`src/rtl/cpu_loader_pkg.sv`:
```
// Shared definitions for the cpu loader: FSM state codes, memory strides and
// the byte-address helper used for both memories.
package cpu_loader_pkg;

   localparam int ADDR_W      = 64;
   localparam int IMEM_STRIDE = 4;
   localparam int DMEM_STRIDE = 8;
   localparam int STATE_W     = 4;

   typedef logic [STATE_W-1:0] state_t;

   localparam state_t ST_IDLE      = 4'd0;
   localparam state_t ST_LOAD_I    = 4'd1;
   localparam state_t ST_LOAD_D_LO = 4'd2;
   localparam state_t ST_LOAD_D_HI = 4'd3;
   // One-cycle gap so the last data-memory write retires before the cpu runs.
   localparam state_t ST_LOAD_END  = 4'd4;
   localparam state_t ST_RUN       = 4'd5;
   localparam state_t ST_DUMP_REQ  = 4'd6;
   localparam state_t ST_DUMP_CAP  = 4'd7;
   localparam state_t ST_DUMP_OUT  = 4'd8;
   localparam state_t ST_DONE      = 4'd9;

   function automatic logic [ADDR_W-1:0] byte_addr(input logic [ADDR_W-1:0] index,
                                                   input logic [ADDR_W-1:0] stride);
      return index * stride;
   endfunction

endpackage

```
`src/rtl/cpu_loader.sv`:
```
// Host-side loader: streams the program and data images into the cpu memories,
// runs the cpu for a fixed budget, then dumps a window of data memory.
module cpu_loader
   import cpu_loader_pkg::*;
#(
   parameter int IMEM_WORDS = 128,
   parameter int DMEM_WORDS = 64,
   parameter int RUN_CYCLES = 1024,
   parameter int DUMP_WORDS = 16
) (
   input  logic              clk,
   input  logic              arst_n,
   input  logic              start,
   input  logic              in_valid,
   input  logic [31:0]       in_data,
   output logic              in_ready,
   output logic              out_valid,
   output logic [63:0]       out_data,
   input  logic              out_ready,
   output logic              busy,
   output logic              done,
   output logic              cpu_enable,
   output logic [ADDR_W-1:0] addr_ext,
   output logic              wen_ext,
   output logic              ren_ext,
   output logic [31:0]       wdata_ext,
   output logic [ADDR_W-1:0] addr_ext_2,
   output logic              wen_ext_2,
   output logic              ren_ext_2,
   output logic [63:0]       wdata_ext_2,
   input  logic [63:0]       rdata_ext_2
);

   localparam int I_W = $clog2(IMEM_WORDS + 1);
   localparam int D_W = $clog2(DMEM_WORDS + 1);
   localparam int R_W = $clog2(RUN_CYCLES + 1);
   localparam int K_W = $clog2(DUMP_WORDS + 1);

   state_t         state;
   logic [I_W-1:0] i_cnt;
   logic [D_W-1:0] j_cnt;
   logic [R_W-1:0] run_cnt;
   logic [K_W-1:0] k_cnt;
   logic [31:0]    low_half;

   logic in_hs;
   logic out_hs;
   logic i_last;
   logic j_last;
   logic run_last;
   logic k_last;

   assign in_ready   = (state == ST_LOAD_I) || (state == ST_LOAD_D_LO) ||
                       (state == ST_LOAD_D_HI);
   assign in_hs      = in_valid && in_ready;
   assign out_hs     = out_valid && out_ready && (state == ST_DUMP_OUT);

   assign i_last     = (i_cnt   == I_W'(IMEM_WORDS - 1));
   assign j_last     = (j_cnt   == D_W'(DMEM_WORDS - 1));
   assign run_last   = (run_cnt == R_W'(RUN_CYCLES - 1));
   assign k_last     = (k_cnt   == K_W'(DUMP_WORDS - 1));

   // Decoded straight from the state register so reset drops them immediately.
   assign busy       = (state != ST_IDLE) && (state != ST_DONE);
   assign done       = (state == ST_DONE);
   assign cpu_enable = (state == ST_RUN);
   assign ren_ext_2  = (state == ST_DUMP_REQ);
   assign ren_ext    = 1'b0;

   always_ff @(posedge clk or negedge arst_n) begin
      if (!arst_n) begin
         state   <= ST_IDLE;
         i_cnt   <= '0;
         j_cnt   <= '0;
         run_cnt <= '0;
         k_cnt   <= '0;
      end else begin
         case (state)
            ST_IDLE, ST_DONE: begin
               if (start) begin
                  state   <= ST_LOAD_I;
                  i_cnt   <= '0;
                  j_cnt   <= '0;
                  run_cnt <= '0;
                  k_cnt   <= '0;
               end
            end
            ST_LOAD_I: begin
               if (in_hs) begin
                  if (i_last) state <= ST_LOAD_D_LO;
                  else        i_cnt <= i_cnt + I_W'(1);
               end
            end
            ST_LOAD_D_LO: begin
               if (in_hs) state <= ST_LOAD_D_HI;
            end
            ST_LOAD_D_HI: begin
               if (in_hs) begin
                  if (j_last) begin
                     state <= ST_LOAD_END;
                  end else begin
                     j_cnt <= j_cnt + D_W'(1);
                     state <= ST_LOAD_D_LO;
                  end
               end
            end
            ST_LOAD_END: state <= ST_RUN;
            ST_RUN: begin
               if (run_last) state   <= ST_DUMP_REQ;
               else          run_cnt <= run_cnt + R_W'(1);
            end
            ST_DUMP_REQ: state <= ST_DUMP_CAP;
            ST_DUMP_CAP: state <= ST_DUMP_OUT;
            ST_DUMP_OUT: begin
               if (out_hs) begin
                  if (k_last) begin
                     state <= ST_DONE;
                  end else begin
                     k_cnt <= k_cnt + K_W'(1);
                     state <= ST_DUMP_REQ;
                  end
               end
            end
            default: state <= ST_IDLE;
         endcase
      end
   end

   always_ff @(posedge clk or negedge arst_n) begin
      if (!arst_n) begin
         addr_ext  <= '0;
         wdata_ext <= '0;
         wen_ext   <= 1'b0;
      end else begin
         wen_ext <= (state == ST_LOAD_I) && in_hs;
         if ((state == ST_LOAD_I) && in_hs) begin
            addr_ext  <= byte_addr(ADDR_W'(i_cnt), ADDR_W'(IMEM_STRIDE));
            wdata_ext <= in_data;
         end
      end
   end

   // Data-memory port is shared by the load writes and the dump reads.
   always_ff @(posedge clk or negedge arst_n) begin
      if (!arst_n) begin
         low_half    <= '0;
         addr_ext_2  <= '0;
         wdata_ext_2 <= '0;
         wen_ext_2   <= 1'b0;
      end else begin
         wen_ext_2 <= (state == ST_LOAD_D_HI) && in_hs;
         if ((state == ST_LOAD_D_LO) && in_hs) begin
            low_half <= in_data;
         end
         if ((state == ST_LOAD_D_HI) && in_hs) begin
            wdata_ext_2 <= {in_data, low_half};
            addr_ext_2  <= byte_addr(ADDR_W'(j_cnt), ADDR_W'(DMEM_STRIDE));
         end else if ((state == ST_RUN) && run_last) begin
            addr_ext_2  <= '0;
         end else if (out_hs && !k_last) begin
            addr_ext_2  <= byte_addr(ADDR_W'(k_cnt) + ADDR_W'(1), ADDR_W'(DMEM_STRIDE));
         end
      end
   end

   always_ff @(posedge clk or negedge arst_n) begin
      if (!arst_n) begin
         out_valid <= 1'b0;
         out_data  <= '0;
      end else begin
         if (state == ST_DUMP_CAP) begin
            out_data  <= rdata_ext_2;
            out_valid <= 1'b1;
         end else if (out_hs) begin
            out_valid <= 1'b0;
         end
      end
   end

endmodule

```
`config.mk`:
```
export PLATFORM = sky130hd
export DESIGN_NAME = cpu_loader
export DESIGN_NICKNAME = d
export VERILOG_FILES = /design/src/rtl/cpu_loader_pkg.sv /design/src/rtl/cpu_loader.sv
export SDC_FILE = /design/constraint.sdc
export NUM_CORES = 1
export LEC_CHECK = 0
export ABC_AREA = 0
export CORE_UTILIZATION = 30
export CTS_BUF_LIST = sky130_fd_sc_hd__clkbuf_8
export CTS_CLUSTER_SIZE = 8
export DETAILED_ROUTE_END_ITERATION = 8
export PLACE_DENSITY = 0.57
export SYNTH_ARGS = -nofsm -noshare
export SYNTH_HDL_FRONTEND = slang
export SYNTH_SLANG_ARGS = --single-unit
export TNS_END_PERCENT = 20
```
`constraint.sdc`:
```
create_clock -name clk -period 5.6 [get_ports clk]
set_input_delay 0.56 -clock clk [delete_from_list [all_inputs] [get_ports clk]]
set_output_delay 0.56 -clock clk [all_outputs]
set_load 0.01 [all_outputs]
```
==> results of run 1 <==
[layout by cell type (no fill, tap or decap), types with 5 or more instances in the layout]
cell type | synthesis | routed
a2bb2oi_1 | 7 | 7
clkdlybuf4s50_1 | 0 | 282
nand2_1 | 339 | 339
nand3_1 | 26 | 24
a21oi_1 | 6 | 6
ha_1 | 5 | 5
and3_1 | 8 | 8
nor2_1 | 11 | 11
mux2_2 | 98 | 98
clkbuf_8 | 0 | 55
o21ai_0 | 14 | 14
mux2i_1 | 6 | 6
buf_4 | 114 | 11
o211ai_1 | 5 | 5
nand4_1 | 7 | 7
conb_1 | 1 | 114
dfrtp_1 | 245 | 245
inv_1 | 15 | 32
o221ai_1 | 7 | 7
nand3b_1 | 5 | 5
[cell families after synthesis]
kind of cell / after synthesis
xor+xnor: 6
mux: 104
buf+inv: 175
other cells: 1
compound gates: 70
flops: 245
fa+ha+maj: 5
simple gates: 428
[worst register-to-register path: cells and delay by family (launching register included)]
kind	cells	cell delay, ns
buf+inv	3	1.07
simple gates	2	0.29
compound gates	2	0.47
flops	1	0.68
[through the flow]
| step | cell area [sq um] | hold WS [ns] |
|---|---|---|
| 2_1_floorplan | 11300 | 0.264 |
| 3_3_place_gp | 13800 | 0.439 |
| 3_5_place_dp | 13800 | 0.446 |
| 4_1_cts | 14600 | 0.459 |
| 5_1_grt | 14600 | 0.481 |
| 6_report | 14600 | 0.458 |
[power by group]
part           total (W)  switching, W  internal (W)  leakage [nW]
clock            0.00163      0.000752      0.000879         0.507
combinational    0.00220       0.00106       0.00114          3.36
sequential       0.00267      0.000350       0.00232          3.03
[cells in the mapped netlist, types with 3 or more instances]
master / instances
nor2b_1: 4
a2bb2oi_1: 7
nor4_1: 3
nand2_1: 339
dfrtp_1: 245
o21ai_0: 14
a22oi_1: 4
o31ai_1: 3
o221ai_1: 7
a31oi_1: 4
nor3_1: 4
ha_1: 5
nor2_1: 11
nand4_1: 7
or4_1: 4
buf_2: 13
buf_1: 7
buf_4: 114
o211ai_1: 5
and3_1: 8
a22o_1: 3
a21oi_1: 6
and2_1: 3
mux2i_1: 6
nand3_1: 26
clkbuf_1: 24
mux2_2: 98
nand3b_1: 5
a21o_1: 3
xor2_1: 3
xnor2_1: 3
inv_1: 15
[per-layer routing]
layer	global-route usage [%]	wire length [microns]	vias to the layer above
li1	-	-	3807
met1	18.6	11700	3885
met2	23.8	12400	370
met3	5.97	2960	58
met4	5.81	875	0
met5	0	0	-
[final cells by class]
cell class                 count  share of cell area [%]
inverter                      16                   0.411
timing repair buffer         296                    20.2
multi-input combinational    727                    27.7
sequential                   245                    41.9
clock inverter                23                   0.650
clock buffer                  55                    5.18
tap                          461                    3.94
[how the worst max path moves through the flow]
stage	startpoint	end	slack, ns	cells past startpoint
2_1_floorplan	i_cnt[0]	state[3]	3.64	5
6_report	state[3]	cpu_enable	2.57	3
3_5_place_dp	in_valid	i_cnt[1]	2.48	7
5_1_grt	state[0]	cpu_enable	2.36	3
4_1_cts	state[3]	cpu_enable	2.51	3
3_3_place_gp	in_valid	i_cnt[1]	2.54	7
[what timing repair did]
item	in CTS	in global routing
buffers inserted	0	0
hold buffers	1	0
endpoints found under the hold margin	70	0
resized for setup	0	0
[flip-flops by register name, summed over array words and instances (netlist names)]
| signal | count |
|---|---|
| addr_ext | 8 |
| addr_ext_2 | 7 |
| i_cnt | 8 |
| j_cnt | 7 |
| k_cnt | 5 |
| low_half | 32 |
| out_data | 64 |
| out_valid | 1 |
| run_cnt | 11 |
| state | 4 |
| wdata_ext | 32 |
| wdata_ext_2 | 64 |
| wen_ext | 1 |
| wen_ext_2 | 1 |
==> qor.txt, run 1 <==
WL per Instance: 15.3 microns
Worst r2r path cells: 7
Crit path max-delay family: buffers and inverters
HP Class: reg -> reg
Status: complete, no violations
Share of cells above drive strength 1: 13.1%
Initial Utilization: 30.5%
Synthesized flop and latch total: 245
Crit-path cells: nand4bb_1, inv_1, clkdlybuf4s50_1
Max Clock Skew: 0.0212 ns
Slowest-stage cell, CP: dfrtp_1
Static Leak: 6.90 nW
Kind of critical path: reg -> out
Fin. max-slew vios: 0
Post-Synth Adder-Cell Area: 0.576%
Max Clk Rate: 330 MHz
Buffers plus inverters on the worst setup path: 2
Crit. End Element: output pin
Die Ht: 192 microns
Layout net count: 1437
Hold Crit Start: low_half[23]
FFs w/ async S/R, synth: 100%
P&R area growth vs syn: 34.7%
Least-Margin Pin Slew: 1.14 ns
Crit start category: flop
Pre-CTS WS: 2.48 ns
Post-synthesis mux area share: 10.7%
Port bufs: 283
First-pass GRT wire length: 44400 microns
Clk slew on worst S/H paths: 0.06 ns
Total CTS buffers: 45
Area of the multi-input gates: 4050 sq um
Tmin final: 3.03 ns
HPWL Detailed: 18700 microns
GRT Total Usage: 15.2%
Combinational family with the most area after synthesis: simple AND/OR/NAND/NOR gates
Flop-to-flop setup slack: 2.96 ns
RSZ-0062 raised after global routing: false
GP Congestion: 0.765
Root buf cell: clkbuf_8
Post-synth top area cell: dfrtp_1
FILL cells: 3492
FP Rows: 69
Syn. warnings: 0
Max-Cap Viols: 0
Diode count: 0
Via density: 4.45
Gate Count Post-Synth: 1034
Xor-xnor portion of the synthesized cell area: 0.484%
Compound-Gate Fraction of Synth Area: 4.81%
Mean Syn Cell Area: 10.5 sq um
TritonCTS clock tree: built
Crit path max fanout: 18
Hold Path End: wdata_ext_2[23]
Core Util, Final: 41.1%
CTS H-tree depth: 2
Dpl cells: 1744
Final hold violation count: 0
Largest net degree at the start of global routing: 106
Hold depth: 2
Starting DRT DRC Count: 387
Fin crit share: 54.1%
Worst relative slew slack: 23.0%
Critical path's largest stage delay: 0.57 ns
Final WL: 27900 microns
Vias: 8120
Clock Path Buffers: 3
Clock Latency Late Sink: 0.56 ns
Arr. time, crit path: 2.47 ns
Initial antenna violation count: 0
Post-synthesis sequential area ratio: 56.5%
Top post-synthesis cells by area: dfrtp_1 56%, nand2_1 12%, mux2_2 10%, buf_4 7.9%, nand3_1 1.2%
Reg-to-reg critical path startpoint: state[3]
Non-filler cells, final: 1823
Unique masters post-synth: 55
Number of global-route vias before repair: 8143
Worst Path Required: 5.04 ns
Routed Antenna Nets: 0
Total power: 0.00650 W
Post-Synth Simple-Gate Area: 16.7%
Die Width: 192 microns
Die area: 37000 sq um
Io pins: 398
Residual DRC count: 0
Power per cell area: 444 nW/um^2
Total Negative Setup Slacks: 0 ns
Core Region: 35600 sq um
Max VDD drop: 212 uV
Clock sinks: 245
EDFF count, synth: 0
Synthesized area: 10900 sq um
Top FF cell, synth: dfrtp_1
Storage cell area: 6130 sq um
Final worst slack: 2.57 ns
Total grt overflow: 0
DR pass1 iterations: 4
Crit Reg-Reg Endpoint: i_cnt[1]
Final setup vio count: 0
Top-area cell type share of the netlist area: 56.5%
(Power assumes the default switching activity.)
==> run 2, diff against run 1 <==
- clock period: 5.6 -> 3.1 ns (I/O delays scaled with it)
==> run 2 against run 1 <==
  * Clock power is 91% higher
  * Final cell count is 0.44% higher
  * Critical path depth unchanged
  * Critical endpoint unchanged
  * Die area is the same
  * Highest routed layer unchanged
  * Register-to-register slack lost 2.3 ns
  * Global-route usage is 0.36 points lower
==> qor.txt, run 2 (synthesis gave the netlist of run 1 again) <==
TritonCTS clock tree: built
HP Class: in -> async
GRT Total Usage: 14.8%
Crit. End Element: output pin
Crit path max-delay family: buffers and inverters
Routed Antenna Nets: 0
Status: complete, no violations
Starting DRT DRC Count: 270
Buffers plus inverters on the worst setup path: 2
Most common cell after layout, fill and taps aside: nand2_1
Total Negative Setup Slacks: 0 ns
Root buf cell: clkbuf_8
Internal: 0.00803 W
Fin crit share: 88.3%
Vias: 8036
Final hold violation count: 0
FP Rows: 69
GP Congestion: 0.813
Io pins: 398
Total setup buffers inserted after CTS: 0
Crit start category: flop
Seq pwr share: 40.4%
Total CTS buffers: 46
Worst Path Required: 2.79 ns
Kind of critical path: reg -> out
CTS H-tree depth: 2
P&R area growth vs syn: 36.1%
Layout net count: 1444
Least-Margin Pin Slew: 0.853 ns
Power per cell area: 805 nW/um^2
Clock Path Buffers: 3
Max Clock Skew: 0.0260 ns
Switch Pwr: 0.00387 W
Crit-path cells: nand4bb_1, inv_1, clkdlybuf4s50_1
Diode count: 0
WL per Instance: 15.1 microns
DR pass1 iterations: 6
Total grt overflow: 0
Initial antenna violation count: 0
Final instance area: 14800 sq um
Crit path max fanout: 16
Resize count post-CTS: 0
Number of global-route vias before repair: 8006
Clock Latency Late Sink: 0.56 ns
Max Clk Rate: 365 MHz
Tmin final: 2.74 ns
Fin. max-slew vios: 0
Final WL: 27600 microns
Die area: 37000 sq um
Combinational Power Share: 33.5%
Clock sinks: 245
Initial Utilization: 30.5%
Clk slew on worst S/H paths: 0.05 ns
Core Region: 35600 sq um
Port bufs: 283
Via density: 4.39
HPWL Detailed: 19100 microns
Sw frac: 32.6%
Die Ht: 192 microns
Slowest-stage cell, CP: dfrtp_1
Placed Area: 13800 sq um
Largest net degree at the start of global routing: 80
Share of cells above drive strength 1: 13.9%
Clock power frac: 26.1%
RSZ-0062 raised after global routing: false
Critical path's largest stage delay: 0.62 ns
Regs by FF count: out_data (64), wdata_ext_2 (64)
First-pass GRT wire length: 43100 microns
Max VDD drop: 395 uV
Arr. time, crit path: 2.43 ns
Max-Cap Viols: 0
Most frequent cells in the layout: 339 x nand2_1, 282 x clkdlybuf4s50_1, 245 x dfrtp_1
Static Leak: 6.97 nW
Final setup vio count: 0
Residual DRC count: 0
Die Width: 192 microns
WHS: 0.338 ns
Worst relative slew slack: 43.2%
[run 2: cell types whose count changed in the layout (fill, tap and decap cells not counted)]
cell        change
inv_1           -4
clkinvlp_4      -1
buf_4           +3
clkbuf_8        +7
buf_12          +3
[run 2: layout make-up]
| type | instances | area [sq um] |
|---|---|---|
| clock buffer | 62 | 853 |
| fill | 3486 | 20800 |
| sequential | 245 | 6130 |
| multi-input combinational | 727 | 4050 |
| clock inverter | 18 | 72.6 |
| inverter | 16 | 60.1 |
| tap | 461 | 577 |
| timing repair buffer | 302 | 3030 |
[run 2: what timing repair did]
action	4_1_cts	5_1_grt
hold buffers	1	0
hold endpoints to repair	73	0
setup endpoints to repair	0	0
[run 2: power groups by stage]
stage / clock (W) / combinational (W) / sequential (W)
3_5_place_dp: 0 / 0.00405 / 0.00486
4_1_cts: 0.00325 / 0.00406 / 0.00481
6_report: 0.00311 / 0.00399 / 0.00480
3_3_place_gp: 0 / 0.00400 / 0.00483
2_1_floorplan: 0 / 0.00173 / 0.00506
5_1_grt: 0.00337 / 0.00441 / 0.00494
[run 2: worst paths after layout]
kind | startpoint | slack (ns) | to | cells after the start
max in group asynchronous | arst_n | 1.93 | low_half[30] | 3
setup reg to reg | state[0] | 0.66 | addr_ext_2[4] | 4
min in group clk | rdata_ext_2[0] | 0.35 | out_data[0] | 2
setup / recovery | state[0] | 0.36 | cpu_enable | 3
hold / removal | arst_n | 0.34 | out_data[19] | 2
hold reg to reg | low_half[15] | 0.45 | wdata_ext_2[15] | 2
[run 2: per-layer routing]
layer / share of wire [%] / vias up / routed length, microns / global-route usage (%)
met5: 0 / - / 0 / 0
met4: 2.3 / 0 / 642 / 4.85
met3: 10 / 50 / 2780 / 5.94
met2: 45 / 351 / 12500 / 23.3
met1: 42 / 3820 / 11700 / 18.4
li1: - / 3815 / - / -
[run 2: through the flow]
stage / setup slack, ns / utilization, % / total power, W / instances
floorplan: 1.14 / - / 0.00679 / 1147
global placement: 0.725 / 38.9 / 0.00883 / 1750
detailed placement: 0.649 / 38.9 / 0.00891 / 1750
CTS: 0.313 / 41.6 / 0.0121 / 1831
global route: 0.150 / 41.6 / 0.0127 / 1831
finish: 0.361 / 41.6 / 0.0119 / 1831
==> run 3, diff against run 2 <==
- CTS_BUF_LIST: sky130_fd_sc_hd__clkbuf_8 -> sky130_fd_sc_hd__clkbuf_4 sky130_fd_sc_hd__clkbuf_8
- CTS_CLUSTER_DIAMETER: unset -> 120
==> run 3 against run 2 <==
  * Final cell count is 2.2% lower
  * Largest power group unchanged
  * Combinational power hardly changed
  * Flip-flop and latch count stayed put
  * Highest routed layer unchanged
  * Final area is 2.6% lower
  * Worst hold slack better by 0.039 ns
  * Non-clock buffer count stayed put
  * Register-to-register slack hardly changed
  * Worst setup slack better by 0.031 ns
==> qor.txt, run 3 (synthesis gave the netlist of run 1 again) <==
Clk slew on worst S/H paths: 0.06 ns
Total setup buffers inserted after CTS: 0
Core Region: 35600 sq um
Critical path launch point: state[0]
Most common cell after layout, fill and taps aside: nand2_1
Diode count: 0
HP Class: in -> async
Crit start category: flop
Static Leak: 6.72 nW
Critical path's largest stage delay: 0.61 ns
Max Clk Rate: 369 MHz
Least-Margin Pin Slew: 0.844 ns
Total CTS buffers: 36
Largest net degree at the start of global routing: 80
Worst Path Required: 2.79 ns
First-pass GRT wire length: 43000 microns
FP Rows: 69
Worst relative slew slack: 43.7%
Kind of critical path: reg -> out
WL per Instance: 15.3 microns
Final setup vio count: 0
GRT Total Usage: 14.7%
Port bufs: 283
Buffers plus inverters on the worst setup path: 2
Power per cell area: 768 nW/um^2
Status: complete, no violations
Starting DRT DRC Count: 292
TritonCTS clock tree: built
Max VDD drop: 372 uV
CTS H-tree depth: 2
Crit-path cells: nand4bb_1, inv_1, clkdlybuf4s50_1
Number of global-route vias before repair: 7894
Regs by FF count: out_data (64), wdata_ext_2 (64)
Total Negative Setup Slacks: 0 ns
Die area: 37000 sq um
Most frequent cells in the layout: 339 x nand2_1, 282 x clkdlybuf4s50_1, 245 x dfrtp_1
Residual DRC count: 0
Crit Reg-Reg Endpoint: addr_ext_2[7]
Layout net count: 1434
Total grt overflow: 0
Final WL: 27400 microns
Fin crit share: 87.3%
FILL cells: 3508
Fin. max-slew vios: 0
Final instance area: 14400 sq um
HPWL Detailed: 19100 microns
Crit. End Element: output pin
Crit path max fanout: 16
Flop-to-flop setup slack: 0.65 ns
Vias: 7979
Arr. time, crit path: 2.40 ns
Root buf cell: clkbuf_8
Max-Cap Viols: 0
Clock sinks: 245
Initial Utilization: 30.5%
Routed Antenna Nets: 0
Worst r2r path cells: 4
Io pins: 398
Share of cells above drive strength 1: 12.4%
Max Clock Skew: 0.0121 ns
Via density: 4.46
Tmin final: 2.71 ns
Clock Path Buffers: 3
Initial antenna violation count: 0
Crit path max-delay family: buffers and inverters
Clock Latency Late Sink: 0.53 ns
Placed Area: 13800 sq um
GP Congestion: 0.813
Slowest-stage cell, CP: dfrtp_1
Die Ht: 192 microns
Final hold violation count: 0
P&R area growth vs syn: 32.5%
Reg-to-reg critical path startpoint: state[0]
Die Width: 192 microns
DR pass1 iterations: 4
RSZ-0062 raised after global routing: false
==> run 3: cell types whose count changed in the layout (fill, tap and decap cells not counted) <==
cell | before | now
inv_1 | 28 | 14
clkinv_2 | 4 | 1
clkbuf_8 | 62 | 38
inv_6 | 0 | 1
==> run 3: cell type report <==
cell class	instances	area (sq um)	share of cell area, %
multi-input combinational	727	4050	28.2
timing repair buffer	302	3030	21.1
clock buffer	38	523	3.63
tap	461	577	4.01
clock inverter	2	13.8	0.0956
sequential	245	6130	42.6
inverter	16	60.1	0.417
==> run 3: worst max-delay path by stage <==
stage | endpoint | slack (ns) | cells after the start
detailed placement | addr_ext_2[3] | 0.65 | 4
floorplan | state[3] | 1.14 | 5
finish | cpu_enable | 0.39 | 3
CTS | cpu_enable | 0.36 | 3
global route | cpu_enable | 0.17 | 3
global placement | addr_ext_2[4] | 0.72 | 5
==> run 3: through the flow <==
step	hold WS [ns]	instances	util (%)	total power, W	setup WS [ns]
after floorplan	0.0144	1147	-	0.00679	1.14
after global placement	0.362	1750	38.9	0.00883	0.725
after detailed placement	0.362	1750	38.9	0.00891	0.649
after CTS	0.348	1791	40.5	0.0113	0.358
after global routing	0.359	1791	40.5	0.0119	0.172
final	0.377	1791	40.5	0.0111	0.393
==> run 3: repair_timing <==
item | in CTS | in global routing
hold buffers | 1 | 0
setup endpoints to repair | 0 | 0
hold endpoints to repair | 73 | 0
gates resized for setup | 0 | 0
==> run 3: per-layer routing <==
metal	global-route usage (%)	part of all wire, %	vias up
met2	23.3	45	355
met1	18.5	42	3815
li1	-	-	3761
met4	4.06	2.0	0
met5	0	0	-
met3	5.97	11	48
==> run 3: power by group <==
group | internal [W] | leakage [nW] | switching, W
clock network | 0.00109 | 0.282 | 0.00117
logic | 0.00207 | 3.40 | 0.00191
registers | 0.00419 | 3.03 | 0.000612
